**src/rtl/tone_sequencer_if.sv**
```systemverilog
// Control and status bundle between the sound-generator top level and the
// tone sequencer: table write port, playback commands and DAC duty output.
interface tone_sequencer_if #(
   parameter int N  = 8,
   parameter int AW = 4
);
   logic          wr_en;
   logic [AW-1:0] wr_addr;
   logic [15:0]   wr_data;
   logic          start;
   logic          stop;
   logic          loop;
   logic [N-1:0]  volume;
   logic [N-1:0]  t_on;
   logic          busy;
   logic          done;
   logic [AW-1:0] note_idx;

   modport master (
      output wr_en, wr_addr, wr_data, start, stop, loop, volume,
      input  t_on, busy, done, note_idx
   );

   modport slave (
      input  wr_en, wr_addr, wr_data, start, stop, loop, volume,
      output t_on, busy, done, note_idx
   );
endinterface

```
**src/rtl/tone_sequencer.sv**
```systemverilog
// Note-table sequencer: plays {half-period, duration} entries in order as a
// square wave on the DAC duty input, alternating between a latched volume and 0.
module tone_sequencer #(
   parameter int N        = 8,
   parameter int DEPTH    = 16,
   parameter int AW       = 4,
   parameter int TICK_DIV = 1000
) (
   input  logic            clk,
   input  logic            reset,
   tone_sequencer_if.slave bus
);

   localparam int TW = $clog2(TICK_DIV);

   typedef enum logic [1:0] {S_IDLE, S_FETCH, S_PLAY, S_END} state_t;

   state_t        state;
   logic [15:0]   mem [DEPTH];
   logic [15:0]   entry;
   logic [11:0]   hp_q;
   logic [11:0]   tone_cnt;
   logic [3:0]    dur_rem;
   logic [TW-1:0] tick_cnt;
   logic          phase;
   logic [N-1:0]  vol_q;
   logic [AW-1:0] idx;
   logic          start_ok;

   assign start_ok = (state == S_IDLE) && bus.start && !bus.stop;
   assign entry    = mem[idx];

   // Table has no reset so programmed notes survive a reset; writes are blocked
   // once playback is being launched so the table is frozen while playing.
   always_ff @(posedge clk) begin
      if (state == S_IDLE && bus.wr_en && !start_ok)
         mem[bus.wr_addr] <= bus.wr_data;
   end

   always_ff @(posedge clk) begin
      if (reset) begin
         state    <= S_IDLE;
         hp_q     <= '0;
         tone_cnt <= '0;
         dur_rem  <= '0;
         tick_cnt <= '0;
         phase    <= 1'b0;
         vol_q    <= '0;
         idx      <= '0;
      end else if (bus.stop && state != S_IDLE) begin
         state <= S_IDLE;
      end else begin
         case (state)
            S_IDLE: begin
               if (start_ok) begin
                  vol_q <= bus.volume;
                  idx   <= '0;
                  state <= S_FETCH;
               end
            end
            S_FETCH: begin
               hp_q    <= entry[15:4];
               dur_rem <= entry[3:0];
               if (entry[3:0] == 4'd0) begin
                  state <= S_END;
               end else begin
                  state    <= S_PLAY;
                  phase    <= 1'b1;
                  tone_cnt <= '0;
                  tick_cnt <= '0;
               end
            end
            S_PLAY: begin
               // A rest (hp = 0) leaves the tone counter idle.
               if (hp_q != 12'd0) begin
                  if (tone_cnt == hp_q - 12'd1) begin
                     tone_cnt <= '0;
                     phase    <= ~phase;
                  end else begin
                     tone_cnt <= tone_cnt + 12'd1;
                  end
               end
               if (tick_cnt == TW'(TICK_DIV - 1)) begin
                  tick_cnt <= '0;
                  dur_rem  <= dur_rem - 4'd1;
                  if (dur_rem == 4'd1) begin
                     if (idx == AW'(DEPTH - 1)) begin
                        state <= S_END;
                     end else begin
                        idx   <= idx + AW'(1);
                        state <= S_FETCH;
                     end
                  end
               end else begin
                  tick_cnt <= tick_cnt + TW'(1);
               end
            end
            S_END: begin
               if (bus.loop) begin
                  idx   <= '0;
                  state <= S_FETCH;
               end else begin
                  state <= S_IDLE;
               end
            end
            default: state <= S_IDLE;
         endcase
      end
   end

   assign bus.t_on     = (state == S_PLAY && phase && hp_q != 12'd0) ? vol_q : '0;
   assign bus.busy     = (state != S_IDLE);
   assign bus.done     = (state == S_END) && !bus.loop && !bus.stop;
   assign bus.note_idx = idx;

endmodule

```
**src/flat_wrapper.sv**
```systemverilog
// flat-port wrapper written by rule: the top's interface ports become plain ports
module tone_sequencer_flat 
#(
   parameter int N        = 8,
   parameter int DEPTH    = 16,
   parameter int AW       = 4,
   parameter int TICK_DIV = 1000
)
  (clk, reset, bus_wr_en, bus_wr_addr, bus_wr_data, bus_start, bus_stop, bus_loop, bus_volume, bus_t_on, bus_busy, bus_done, bus_note_idx);
  tone_sequencer_if #(.N(N), .AW(AW)) bus_i ();
  input  logic clk;
  input  logic reset;
  input wire logic [$bits(bus_i.wr_en)-1:0] bus_wr_en;
  input wire logic [$bits(bus_i.wr_addr)-1:0] bus_wr_addr;
  input wire logic [$bits(bus_i.wr_data)-1:0] bus_wr_data;
  input wire logic [$bits(bus_i.start)-1:0] bus_start;
  input wire logic [$bits(bus_i.stop)-1:0] bus_stop;
  input wire logic [$bits(bus_i.loop)-1:0] bus_loop;
  input wire logic [$bits(bus_i.volume)-1:0] bus_volume;
  output wire logic [$bits(bus_i.t_on)-1:0] bus_t_on;
  output wire logic [$bits(bus_i.busy)-1:0] bus_busy;
  output wire logic [$bits(bus_i.done)-1:0] bus_done;
  output wire logic [$bits(bus_i.note_idx)-1:0] bus_note_idx;
  assign bus_i.wr_en = bus_wr_en;
  assign bus_i.wr_addr = bus_wr_addr;
  assign bus_i.wr_data = bus_wr_data;
  assign bus_i.start = bus_start;
  assign bus_i.stop = bus_stop;
  assign bus_i.loop = bus_loop;
  assign bus_i.volume = bus_volume;
  assign bus_t_on = bus_i.t_on;
  assign bus_busy = bus_i.busy;
  assign bus_done = bus_i.done;
  assign bus_note_idx = bus_i.note_idx;
  tone_sequencer #(.N(N), .DEPTH(DEPTH), .AW(AW), .TICK_DIV(TICK_DIV)) u_core (.clk(clk), .reset(reset), .bus(bus_i));
endmodule
```
**config.mk**
```make
export PLATFORM = sky130hd
export DESIGN_NAME = tone_sequencer_flat
export DESIGN_NICKNAME = d
export VERILOG_FILES = /design/src/rtl/tone_sequencer_if.sv /design/src/rtl/tone_sequencer.sv /design/src/flat_wrapper.sv
export SDC_FILE = /design/constraint.sdc
export NUM_CORES = 1
export LEC_CHECK = 0
export CAP_MARGIN = 20
export CORE_MARGIN = 3
export CORE_UTILIZATION = 35
export CTS_CLUSTER_SIZE = 28
export DETAILED_ROUTE_END_ITERATION = 10
export DONT_BUFFER_PORTS = 1
export PLACE_DENSITY = 0.54
export SLEW_MARGIN = 20
export SYNTH_ARGS = -nofsm -noshare
export SYNTH_HDL_FRONTEND = slang
export SYNTH_SLANG_ARGS = --single-unit
```
**constraint.sdc**
```tcl
create_clock -name clk -period 3.1 [get_ports clk]
set_input_delay 0.31 -clock clk [delete_from_list [all_inputs] [get_ports clk]]
set_output_delay 0.31 -clock clk [all_outputs]
set_load 0.005 [all_outputs]
```
==> results.py <==
metrics = {
    "layout": {
        "instances_no_fill": 1336,
        "antenna_cells": 0,
        "final_core_util": 0.415,
        "drive_gt1_frac": 0.209,
        "areaGrowthSynthToFinish_pct": 15.6,
        "nNetsFinal": 896,
        "fillers": 3274,
    },
    "logic_synthesis": {
        "synth.cell_area_mm2": 0.0129,
        "ys_types": 62,
        "synthArstFlopShare": 0,
        "synthesis.nets": 839,
        "syn_avg_cell_area_um2": 16.3,
        "ys.flop_type": "edfxtp_1",
        "syn_inst": 793,
        "synth-seq-area-share": 0.685,
        "ys_ff_latch": 313,
        "synth_top_area_frac": 0.596,
        "synth_top_cell_by_area": "edfxtp_1",
        "synth_edf_count": 256,
        "ys_warn_count": 0,
        "ys_top_cells_by_area": "edfxtp_1 60%, mux4_2 13%, dfxtp_1 8.9%",
    },
    "die": {
        "die_y_um": 198,
        "core.rowCount": 69,
        "start_util": 0.359,
        "die_x_um": 198,
        "ios": 48,
        "die-area_mm2": 0.0392,
        "core_area_mm2": 0.0359,
    },
    "setup_path": {
        "crit_fanout": 9,
        "r2r_cells": 8,
        "critPathLaunchType": "register",
        "critPathTopFamily": "simple AND/OR/NAND/NOR gates",
        "slowest_stage": "nor3_1",
        "crit_chain": "inv_1, ha_1, nor4b_1, nand2_1, nor3_1, nor2_1, and2_1",
        "r2r_end": "u_core.tick_cnt[6]$_SDFFE_PP0P_",
        "critPathKind": "register to output port",
        "slowest_delay_ns": 0.41,
        "crit_arrival_ns": 2.52,
        "critPathCaptureType": "output port",
        "worstPathRequired_ns": 2.79,
        "r2r_slack_ns": 0.38,
        "cp_num_buf_inv": 1,
    },
    "timing": {
        "drv_slew": 0,
        "setup_viol": 0,
        "fin_crit_ns": 2.83,
        "hold_viol_final": 0,
        "max-slew-margin-rel": 0.506,
        "finClkSkew_ns": 0.00736,
        "timing_worst_slew_pin_value_ns": 0.735,
        "finalSetupTns_ns": 0,
        "rsz0062_at_grt": "false",
        "max_freq_mhz": 353,
        "finalCritPeriodShare": 0.914,
    },
    "clocking": {
        "cts_tree": "yes",
        "clk_path_buf_depth": 3,
        "cts_sinks": 313,
        "clk_latency_ns": 0.57,
        "h-tree-depth": 1,
        "tritoncts.num_buffers": 31,
        "cts_root_buf": "clkbuf_16",
        "cts.clk_slew.worst_paths_ns": 0.06,
        "cts_resized": 0,
    },
    "run": {
        "maxCapViolations": 0,
    },
    "detailed_routing": {
        "dr.max_layer_used": "met4",
        "routedWlPerCell_um": 20.9,
        "vias": 6949,
        "met3_wirelength_mm": 1.28,
        "first_pass_iters": 5,
        "drtIter0Drc": 470,
        "final_antenna_net_count": 0,
        "drt-met1-wl_mm": 12.4,
        "drc": 0,
        "routed_wirelength_mm": 27.9,
        "wl_met2_mm": 13.7,
        "post_drt_via_cell_ratio": 5.20,
    },
    "place": {
        "hpwlAfterDp_mm": 17.4,
        "gp_congestion": 0.744,
        "dp_cells": 1250,
        "io_buffers": 0,
    },
    "global_routing": {
        "antenna_found_initial": 0,
        "grtUsageTotal": 0.144,
        "grt_pass1_vias": 7093,
        "grt_pass1_wl_mm": 43.3,
        "grt_max_degree": 52,
        "grt-ovfl-total": 0,
    },
    "min_path": {
        "hold_end": "u_core.state[0]$_SDFFE_PP0P_",
        "hold_depth": 2,
        "min_from": "bus_loop",
        "hold_path.class": "primary input to register",
    },
    "power": {
        "irDropWorstVdd_mv": 0.489,
        "p_total_uw": 10200,
        "p_per_area_mw_per_mm2": 687,
        "p_leak_uw": 0.00471,
    },
    "status": {
        "status": "complete, no violations",
    },
}
worst max path at each step:
stage	depth (start not counted)	end	slack, ns	start
2_1_floorplan	5	u_core.mem[0][0]$_DFFE_PP_	0.40	u_core.state[0]$_SDFFE_PP0P_
3_3_place_gp	9	u_core.tone_cnt[7]$_SDFFE_PP0P_	0.31	u_core.hp_q[0]$_SDFFE_PP0P_
3_5_place_dp	9	u_core.tone_cnt[7]$_SDFFE_PP0P_	0.17	u_core.hp_q[0]$_SDFFE_PP0P_
4_1_cts	9	u_core.tone_cnt[11]$_SDFFE_PP0P_	0.16	u_core.hp_q[0]$_SDFFE_PP0P_
5_1_grt	7	bus_t_on[4]	0.02	u_core.hp_q[0]$_SDFFE_PP0P_
6_report	7	bus_t_on[7]	0.27	u_core.hp_q[0]$_SDFFE_PP0P_
state kept, by name (all words and copies together), names as in the netlist, named ones only:
signal / cells
u_core.mem: 256
u_core.hp_q: 12
u_core.tone_cnt: 12
u_core.tick_cnt: 10
u_core.vol_q: 8
u_core.bus.note_idx: 4
u_core.dur_rem: 4
u_core.state: 2
u_core.phase: 1
power breakdown:
group / leakage [uW] / switching (uW) / internal, uW
clock network: 0.000486 / 1550 / 2090
registers: 0.00277 / 174 / 4700
logic: 0.00146 / 950 / 767
total: 0.00471 / 2680 / 7560
cell type report:
class                           count  area [um^2]  area share
Multi-Input combinational cell    429         3900       0.262
Timing Repair Buffer               61          561      0.0376
Clock inverter                     19          176      0.0118
Tap cell                          461          577      0.0387
Inverter                           14         52.6     0.00352
Clock buffer                       39          806      0.0540
Sequential cell                   313         8830       0.592
routing by layer:
layer,up-vias,track usage
li1,3220,-
met1,3562,0.195
met2,129,0.245
met3,38,0.0296
met4,0,0.0278
met5,-,0
Yosys cell counts (2+ instances only):
library cell    n
nand4b_1        3
nand2_1        70
a21oi_1        34
nand3b_1        3
mux2_2          2
a211oi_1        4
a32o_1          5
and3_1         11
clkbuf_1       18
nand2b_1        6
and2_1         13
a22oi_1         3
nor2b_1         6
mux2i_1         8
o21ai_0        12
edfxtp_1      256
o41ai_1         2
and4_1          2
buf_1           9
nor4_1          2
a31oi_1         4
xor2_1         17
or3_1           4
o21a_1          3
buf_2           9
nor3b_1         4
ha_1           12
nor3_1         15
nor2_1         48
nand4_1         7
mux4_2         74
nand3_1        22
inv_1          13
dfxtp_1        57
xnor2_1         8
timing repair:
action | in CTS | in global routing
endpoints found under the setup margin | 0 | 11
endpoints found under the hold margin | 292 | 0
hold buffers | 27 | 0
buffers inserted | 0 | 1
through the flow:
step	setup slack (ns)	hold slack [ns]	area (um^2)
finish	0.267	0.121	14900
global route	0.0215	0.112	14900
CTS	0.162	0.104	14900
detailed placement	0.167	0.392	13600
global placement	0.313	0.390	13600
floorplan	0.403	0.409	12900
kinds of logic (layout without fill, tap and decap cells):
group | count (synthesis) | after routing | share of synthesized area
compound gates | 85 | 85 | 0.0465
xor+xnor | 25 | 25 | 0.0170
fa+ha+maj | 12 | 12 | 0.0116
buf+inv | 51 | 133 | 0.0163
flops | 313 | 313 | 0.685
mux | 84 | 84 | 0.137
simple gates | 223 | 223 | 0.0866
cells in the final DEF, fill, tap and decap left out, types with 5 or more instances in the layout:
master,count
edfxtp_1,256
dfxtp_1,55
buf_4,32
nand4_1,7
o21ai_0,12
clkinv_2,8
clkbuf_16,31
nand2b_1,6
nor2_1,36
xor2_1,17
ha_1,12
mux4_2,74
a21oi_1,34
clkinv_1,8
and2_1,13
a32o_1,5
nand2_1,70
inv_1,13
and3_1,11
clkbuf_1,8
xnor2_1,8
nor3_1,11
nor2_2,12
mux2i_1,8
nand3_1,22
nor2b_1,6
dlygate4sd3_1,26
(Power assumes the default switching activity.)
